$ cat src/rtl/mac_seq_ctrl_pkg.sv
`default_nettype none
// ============================================================================
// Module  : mac_seq_ctrl_pkg
// Purpose : Shared state encodings and multiplier widths for the MAC sequencer.
// Revision: 1.0  initial release
// ============================================================================
package mac_seq_ctrl_pkg;

    localparam int OP_W   = 16;
    localparam int PROD_W = 32;

    typedef enum logic [1:0] {
        IDLE  = 2'd0,
        RUN   = 2'd1,
        DRAIN = 2'd2,
        DONE  = 2'd3
    } state_e;

endpackage
`default_nettype wire

$ cat src/rtl/mac_acc_stage.sv
`default_nettype none
// ============================================================================
// Module  : mac_acc_stage
// Purpose : Product register, two-deep valid pipeline and accumulator with
//           sticky overflow; saturation when MAC_SATURATE_EN is defined.
// Revision: 1.0  initial release
// ============================================================================
import mac_seq_ctrl_pkg::*;

module mac_acc_stage #(
    parameter int ACC_W = 36
) (
    input  logic              clk,
    input  logic              rst,
    input  logic              clr_i,
    input  logic              xfer_i,
    input  logic [PROD_W-1:0] mul_p_i,
    output logic              v1_o,
    output logic [ACC_W-1:0]  acc_o,
    output logic              ovf_o
);

    logic              v1_q;
    logic              v2_q;
    logic [PROD_W-1:0] p_q;
    logic [ACC_W-1:0]  acc_q, acc_d;
    logic              ovf_q, ovf_d;
    logic [ACC_W:0]    sum;

    always_comb begin
        sum   = {1'b0, acc_q} + {{(ACC_W+1-PROD_W){1'b0}}, p_q};
        acc_d = acc_q;
        ovf_d = ovf_q;
        if (clr_i) begin
            acc_d = '0;
            ovf_d = 1'b0;
        end else if (v2_q) begin
            ovf_d = ovf_q | sum[ACC_W];
`ifdef MAC_SATURATE_EN
            // Once clamped, stay clamped until the next burst clears us.
            acc_d = (sum[ACC_W] || ovf_q) ? {ACC_W{1'b1}} : sum[ACC_W-1:0];
`else
            acc_d = sum[ACC_W-1:0];
`endif
        end
    end

    always_ff @(posedge clk or posedge rst) begin
        if (rst) begin
            v1_q  <= 1'b0;
            v2_q  <= 1'b0;
            p_q   <= '0;
            acc_q <= '0;
            ovf_q <= 1'b0;
        end else begin
            v1_q  <= xfer_i;
            v2_q  <= v1_q;
            if (v1_q)
                p_q <= mul_p_i;
            acc_q <= acc_d;
            ovf_q <= ovf_d;
        end
    end

    assign v1_o  = v1_q;
    assign acc_o = acc_q;
    assign ovf_o = ovf_q;

endmodule
`default_nettype wire

$ cat src/rtl/mac_seq_ctrl.sv
`default_nettype none
// ============================================================================
// Module  : mac_seq_ctrl
// Purpose : Burst sequencer and accumulator controller for an external 16x16
//           multiplier. Optional macro: MAC_SATURATE_EN (saturating acc).
// Revision: 1.0  initial release
// ============================================================================
import mac_seq_ctrl_pkg::*;

module mac_seq_ctrl #(
    parameter int ACC_W = 36,
    parameter int LEN_W = 8
) (
    input  logic              clk,
    input  logic              rst,
    input  logic              start,
    input  logic [LEN_W-1:0]  len,
    output logic              busy,
    input  logic              in_valid,
    output logic              in_ready,
    input  logic [OP_W-1:0]   in_a,
    input  logic [OP_W-1:0]   in_b,
    output logic [OP_W-1:0]   mul_a,
    output logic [OP_W-1:0]   mul_b,
    input  logic [PROD_W-1:0] mul_p,
    output logic              out_valid,
    input  logic              out_ready,
    output logic [ACC_W-1:0]  out_acc,
    output logic              out_ovf
);

    state_e           state_q, state_d;
    logic [LEN_W-1:0] cnt_q, cnt_d;
    logic [OP_W-1:0]  mul_a_q, mul_b_q;
    logic             busy_q, in_ready_q, out_valid_q;
    logic             xfer;
    logic             clr;
    logic             v1;

    assign xfer = in_valid & in_ready_q;

    always_comb begin
        state_d = state_q;
        cnt_d   = cnt_q;
        clr     = 1'b0;
        case (state_q)
            IDLE: begin
                if (start) begin
                    clr     = 1'b1;
                    cnt_d   = len;
                    state_d = (len == '0) ? DONE : RUN;
                end
            end
            RUN: begin
                if (xfer) begin
                    cnt_d = cnt_q - LEN_W'(1);
                    if (cnt_q == LEN_W'(1))
                        state_d = DRAIN;
                end
            end
            // v1 low means the final product lands in acc on this edge.
            DRAIN: begin
                if (!v1)
                    state_d = DONE;
            end
            DONE: begin
                if (out_ready)
                    state_d = IDLE;
            end
            default: state_d = IDLE;
        endcase
    end

    always_ff @(posedge clk or posedge rst) begin
        if (rst) begin
            state_q     <= IDLE;
            cnt_q       <= '0;
            mul_a_q     <= '0;
            mul_b_q     <= '0;
            busy_q      <= 1'b0;
            in_ready_q  <= 1'b0;
            out_valid_q <= 1'b0;
        end else begin
            state_q     <= state_d;
            cnt_q       <= cnt_d;
            busy_q      <= (state_d != IDLE);
            in_ready_q  <= (state_d == RUN) && (cnt_d != '0);
            out_valid_q <= (state_d == DONE);
            if (xfer) begin
                mul_a_q <= in_a;
                mul_b_q <= in_b;
            end
        end
    end

    mac_acc_stage #(
        .ACC_W (ACC_W)
    ) u_acc (
        .clk     (clk),
        .rst     (rst),
        .clr_i   (clr),
        .xfer_i  (xfer),
        .mul_p_i (mul_p),
        .v1_o    (v1),
        .acc_o   (out_acc),
        .ovf_o   (out_ovf)
    );

    assign busy      = busy_q;
    assign in_ready  = in_ready_q;
    assign mul_a     = mul_a_q;
    assign mul_b     = mul_b_q;
    assign out_valid = out_valid_q;

endmodule
`default_nettype wire
$ cat config.mk
export PLATFORM = sky130hd
export DESIGN_NAME = mac_seq_ctrl
export DESIGN_NICKNAME = d
export VERILOG_FILES = /design/src/rtl/mac_seq_ctrl_pkg.sv /design/src/rtl/mac_acc_stage.sv /design/src/rtl/mac_seq_ctrl.sv
export SDC_FILE = /design/constraint.sdc
export NUM_CORES = 1
export LEC_CHECK = 0
export CAP_MARGIN = 20
export CELL_PAD_IN_SITES_DETAIL_PLACEMENT = 1
export CELL_PAD_IN_SITES_GLOBAL_PLACEMENT = 1
export CORE_ASPECT_RATIO = 1.2
export CORE_MARGIN = 8
export CORE_UTILIZATION = 35
export CTS_BUF_LIST = sky130_fd_sc_hd__clkbuf_8
export DETAILED_ROUTE_END_ITERATION = 12
export GPL_ROUTABILITY_DRIVEN = 0
export PLACE_DENSITY_LB_ADDON = 0.2
export SLEW_MARGIN = 20
export SYNTH_ARGS = -nofsm -noshare
export SYNTH_HDL_FRONTEND = slang
export SYNTH_HIERARCHICAL = 1
export SYNTH_SLANG_ARGS = --single-unit
$ cat constraint.sdc
create_clock -name clk -period 2.85 [get_ports clk]
set_clock_uncertainty 0.15 [all_clocks]
set_input_delay 0.57 -clock clk [delete_from_list [all_inputs] [get_ports clk]]
set_output_delay 0.57 -clock clk [all_outputs]
set_load 0.02 [all_outputs]
==> reports/results.tsv, run 1 <==
stage	metric	value	unit
outcome	status	complete, but fails checks	
outcome	failed_checks	negative setup slack	
timing	min_period	3020	ps
timing	hold_viol	0	
timing	slew_headroom	59.9	%
drt	avgRoutedWirePerCell	18.6	um
global_route	grt_pass1_vias	6783	
synth	synth_top_area_share	44.4	%
clocking	clkTransAtPathRegs	80	ps
synth	synth-seq-area-share	44.4	%
synth	yosys-top-cells-count	nand2_1 (128), dfrtp_1 (116), nor2_1 (53)	
placement	dp.cells	1087	
power_and_ir_drop	power	12300	uW
floorplan	dieArea	23300	um^2
synth	synth_top_area_cell	dfrtp_1	
worst_setup_path	path_cells	ha_4 -> fa_2 -> a21o_1 -> nand4_4 -> a2111oi_4 -> o41a_4 -> a221oi_4 -> o31ai_4 -> a31oi_4 -> nor4_1 -> a311o_1	
synth	yosysMostFrequentCell	nand2_1	
worst_setup_path	cp_num_buf_inv	0	
drt	drt_iter0_markers	212	
worst_setup_path	path_class	flip-flop to flip-flop	
worst_setup_path	cpMaxStageDelayCell	dfrtp_2	
worst_setup_path	cp-end-kind	flip-flop	
synth	ys_ff_latch	116	
synth	synth.area.top_cells	dfrtp_1 (44%), nand2_1 (7.3%), ha_1 (6.5%)	
layout	finalNetCount	999	
clocking	cts_tree	yes	
floorplan	io_pins	149	
synth	synth_cell_types	80	
synth	synth_top_flop_cell	dfrtp_1	
worst_setup_path	worstPathArrival	3180	ps
timing	rsz0062_at_grt	yes	
worst_setup_path	crit_path_start_kind	flip-flop	
drt	num_vias	5917	
clocking	cts-htree-levels	4	
placement	dp_hpwl	15700	um
worst_setup_path	crit_required	3010	ps
global_route	grt_overflow	0	
floorplan	dieHeight	166	um
drt	drc	0	
global_route	grt_usage	18.1	%
clocking	clock_latency	440	ps
clocking	cts.path.max_buffers	2	
drt	antenna_left	0	
layout	drive_gt1_share	22.1	%
global_route	grt_antenna_before_repair	1	
timing	whs	334	ps
synth	synth_cells	672	
synth	syn_area	6540	um^2
timing	min_period_over_period	106	%
timing	setup_viol	9	
clocking	cts_buffers	17	
floorplan	start_util	35.2	%
power_and_ir_drop	p_leak	0.00414	uW
timing	fin_tns_setup	-762	ps
hold_path	hold_path.class	flip-flop to flip-flop	
layout	fin_cells	1129	
clocking	clockRootBuffer	clkbuf_8	
global_route	grt_pass1_wl	34200	um
worst_setup_path	crit_family	compound AO/OA/AOI/OAI gates	
layout	area_growth_syn_to_layout	44.4	%
floorplan	rows	55	
timing	finalMaxSlewViolations	0	
run	maxCapViolations	0	
drt	drt-total-wl	20900	um
global_route	grt_max_degree	72	
synth	synth_nets	784	
power_and_ir_drop	ir_drop	0.379	mV
power_and_ir_drop	power_density	1300	nW/um^2
timing	tightest_slew	601	ps
synth	syn_avg_cell_area	9.74	um^2
clocking	clock_sinks	116	
floorplan	coreArea	18600	um^2
synth	synth_warnings	6	
timing	fin_ws	-175	ps
drt	firstDrtPassIters	4	
worst_setup_path	max_stage_delay	420	ps
placement	portBuffers	148	
drt	viasPerCell	5.24	
synth	asyncSetResetFlopFracSynth	100	%
synth	synth-edff-count	0	
timing	clock.fmax	331	MHz
floorplan	chipWidth	141	um
worst_setup_path	path_max_fanout	4	
[registers in the layout, indices dropped and copies added, names as in the netlist, 2 cells and up]
| signal | cells |
|---|---|
| u_acc/acc_o | 36 |
| u_acc/p_q | 32 |
| mul_a | 16 |
| mul_b | 16 |
| cnt_q | 8 |
| state_q | 2 |
[stage by stage]
| stage | cell area, um^2 | utilization (%) | setup slack (ps) |
|---|---|---|---|
| 6_report | 9450 | 50.8 | -175 |
| 5_1_grt | 9440 | 50.8 | -284 |
| 4_1_cts | 9350 | 50.3 | -200 |
| 3_5_place_dp | 8790 | 47.3 | -256 |
| 3_3_place_gp | 8790 | 47.3 | -174 |
| 2_1_floorplan | 6640 | - | -89.0 |
[cell usage in the layout, fill, tap and decap left out, types with 8 or more instances in the layout]
master,instances
a21oi_2,8
mux2i_1,17
clkbuf_8,19
ha_4,10
buf_4,76
nor4_1,9
xor2_1,11
dfrtp_1,112
clkdlybuf4s50_1,148
xnor2_1,17
a21o_1,13
a21oi_1,42
mux2_2,32
inv_1,20
nor2_1,52
o21ai_0,9
nand2_1,128
ha_1,23
[worst min-delay path: cells and delay by family (launching register included)]
family | cells | cell delay (ps)
DFF | 1 | 350
and+or+nand+nor | 2 | 100
[routing by layer]
layer  global-route usage (%)  wire, um
met1                     19.0      8270
met2                     32.6     10900
met3                     6.41      1380
met4                     6.13       357
met5                        0         0
[area by class of cell]
cell class / count / area, um^2
clock inverters: 13 / 111
clock buffers: 19 / 262
diodes: 1 / 2.50
multi-input cells: 505 / 3710
inverters: 21 / 78.8
well taps: 228 / 285
flip-flops and latches: 116 / 2910
fillers: 2050 / 9130
repair buffers: 226 / 2090
[timing repair]
item                       in CTS  in global routing
pin swaps                      15                 20
resized for setup              23                 15
setup endpoints to repair      14                 18
cloned                          0                  0
setup buffers                   7                  5
hold buffers                    0                  0
[cells by family (layout without fill, tap and decap cells)]
logic type               Yosys count  in the layout  share of synthesized area (%)
AO/OA/AOI/OAI                    141            141                           15.6
multiplexers                      49             49                           8.11
buffers and inverters             51            279                           3.38
AND/OR/NAND/NOR                  252            252                           18.0
other                              0              1                              0
flip-flops                       116            116                           44.4
XOR/XNOR                          28             28                           3.75
adder cells (fa/ha/maj)           35             35                           6.81
[report_power, final]
| group | leakage (uW) | total (uW) | switching (uW) | internal [uW] |
|---|---|---|---|---|
| Sequential | 0.00139 | 2920 | 603 | 2320 |
| Combinational | 0.00257 | 7940 | 4120 | 3820 |
| Clock | 0.000183 | 1450 | 721 | 729 |
[worst paths after layout]
check / from / to / slack (ps) / depth (start not counted)
min in group asynchronous: rst / u_acc/acc_o[1] / 400 / 3
worst max-delay path: u_acc/acc_o[0] / u_acc/acc_o[30] / -170 / 11
worst min register to register: mul_a[7] / mul_a[7] / 330 / 2
worst min-delay path: mul_a[7] / mul_a[7] / 330 / 2
max in group asynchronous: rst / cnt_q[6] / 1630 / 3
worst max register to register: u_acc/acc_o[0] / u_acc/acc_o[30] / -170 / 11
Note: power is estimated with default switching activity, not from simulation.
==> inputs of run 2 (changes only) <==
- RECOVER_POWER: not set -> 50
==> reports/results.tsv, run 2 (same netlist as run 1, synthesis figures left out) <==
stage	metric	value	unit	change
power_and_ir_drop	power_density	1310	nW/um^2	was 1300 nW/um^2
run	maxCapViolations	1		was 0
layout	fin_cells	1129		unchanged
layout	fin_util	50.7	%	was 50.8%
clocking	hold_buffers	0		unchanged
worst_setup_path	worstPathArrival	3180	ps	about the same
drt	firstDrtPassIters	4		unchanged
drt	drt_iter0_markers	214		was 212
worst_setup_path	path_class	flip-flop to flip-flop		unchanged
power_and_ir_drop	p_leak	0.00412	uW	was 0.00414 uW
placement	pre_cts_ws	-256	ps	unchanged
clocking	clock_sinks	116		unchanged
layout	drive_gt1_share	21.8	%	was 22.1%
timing	tightest_slew	1820	ps	was 601 ps
placement	place_area	8790	um^2	unchanged
floorplan	dieHeight	166	um	unchanged
global_route	grt_max_degree	72		unchanged
worst_setup_path	rrSetupSlack	-170	ps	about the same
global_route	grt_overflow	0		unchanged
layout	finalNetCount	999		unchanged
timing	min_period_over_period	106	%	about the same
timing	hold_viol	0		unchanged
clocking	cts_tree	yes		unchanged
clocking	cts.path.max_buffers	2		unchanged
clocking	cts-htree-levels	4		unchanged
floorplan	io_pins	149		unchanged
layout	final_cell_mix	clkdlybuf4s50_1 (147), nand2_1 (128), dfrtp_1 (112)		was clkdlybuf4s50_1 (148), nand2_1 (128), dfrtp_1 (112)
drt	avgRoutedWirePerCell	18.6	um	about the same
layout	final_cell_area	9420	um^2	was 9450 um^2
drt	drt-total-wl	21000	um	was 20900 um
placement	dp_hpwl	15700	um	unchanged
floorplan	start_util	35.2	%	unchanged
layout	mostFrequentLayoutCell	clkdlybuf4s50_1		unchanged
floorplan	dieArea	23300	um^2	unchanged
outcome	status	complete, but fails checks		unchanged
drt	num_vias	5921		was 5917
outcome	failed_checks	max-capacitance violations, max-slew violations, negative setup slack		was negative setup slack
clocking	cts_buffers	17		unchanged
worst_setup_path	crit_path_start_kind	flip-flop		unchanged
layout	area_growth_syn_to_layout	44.0	%	was 44.4%
global_route	grt_antenna_before_repair	1		unchanged
worst_setup_path	r2r_cells	11		unchanged
worst_setup_path	reg2reg_to	u_acc/acc_o[30]		unchanged
worst_setup_path	cp-end-kind	flip-flop		unchanged
timing	finalMaxSlewViolations	72		was 0
floorplan	chipWidth	141	um	unchanged
hold_path	holdPathEnd	mul_a[7]		unchanged
worst_setup_path	reg2reg_from	u_acc/acc_o[0]		unchanged
timing	clock.fmax	331	MHz	about the same
timing	slew_headroom	-21.6	%	was 59.9%
clocking	clockRootBuffer	clkbuf_8		unchanged
clocking	clkTransAtPathRegs	80	ps	about the same
clocking	clock_latency	440	ps	about the same
worst_setup_path	crit_required	3010	ps	about the same
floorplan	rows	55		unchanged
timing	whs	334	ps	about the same
placement	portBuffers	148		unchanged
placement	dp.cells	1087		unchanged
layout	largest_register_ffs	36		unchanged
drt	drc	0		unchanged
floorplan	coreArea	18600	um^2	unchanged
global_route	grt_pass1_vias	6783		unchanged
hold_path	min_path_cells	2		unchanged
drt	antenna_left	0		unchanged
timing	min_period	3020	ps	about the same
global_route	grt_pass1_wl	34200	um	unchanged
hold_path	min_from	mul_a[7]		unchanged
power_and_ir_drop	ir_drop	0.379	mV	about the same
drt	viasPerCell	5.24		about the same
timing	rsz0062_at_grt	yes		unchanged
timing	setup_viol	9		unchanged
hold_path	hold_path.class	flip-flop to flip-flop		unchanged
worst_setup_path	path_max_fanout	4		unchanged
timing	fin_ws	-172	ps	was -175 ps
global_route	grt_usage	18.1	%	unchanged
## run 2: changes by cell type in the layout (fill, tap and decap cells not counted)
cell             previous run  this run
buf_12                      2         1
buf_4                      76        73
clkbuf_1                    0         1
clkbuf_2                    0         3
clkdlybuf4s50_1           148       147
clkinv_1                    1         3
dlygate4sd3_1               0         1
inv_2                       2         0
## run 2: what timing repair did
item	in CTS	in global routing
resized for setup	23	15
pin swaps	15	20
buffers inserted	7	5
endpoints found under the setup margin	14	18
## run 2: critical path, cell delays in order, from the launching register on
cell and delay, ps:
dfrtp_2 420, ha_4 170, fa_2 350, a21o_1 230, nand4_4 120, a2111oi_4 80, o41a_4 390, a221oi_4 300
o31ai_4 130, a31oi_4 170, nor4_1 60, a311o_1 330
## run 2: per-stage QoR
step | setup TNS [ps] | total power (uW)
floorplan | -147 | 7400
CTS | -999 | 12200
global route | -2510 | 13200
detailed placement | -1450 | 10300
finish | -749 | 12300
global placement | -697 | 10100
## run 2: layout make-up
class,count,area (um^2)
diodes,1,2.50
clock buffers,19,262
clock inverters,13,111
fillers,2052,9160
inverters,21,78.8
multi-input cells,505,3710
flip-flops and latches,116,2910
well taps,228,285
repair buffers,226,2070
## run 2: worst max path at each step
stage | startpoint | to | slack [ps]
after detailed placement | u_acc/p_q[0] | u_acc/acc_o[30] | -260
after CTS | u_acc/acc_o[0] | u_acc/acc_o[30] | -200
after global placement | u_acc/acc_o[6] | u_acc/acc_o[27] | -170
final | u_acc/acc_o[0] | u_acc/acc_o[30] | -170
after floorplan | u_acc/acc_o[0] | u_acc/acc_o[30] | -90
after global routing | u_acc/acc_o[0] | u_acc/acc_o[30] | -280
## run 2: power breakdown
part           switching, uW  internal (uW)  total [uW]  leakage (uW)
combinational           4120           3820        7940       0.00255
sequential               602           2320        2920       0.00139
clock                    720            729        1450      0.000183
total                   5440           6870       12300       0.00412
## run 2: layer usage
metal  wire, um  up-vias  global-route usage [%]
met4        357        0                    6.13
met1       8280     2940                    19.0
li1           -     2803                       -
met2      10900      151                    32.6
met3       1410       27                    6.41
met5          0        -                       0
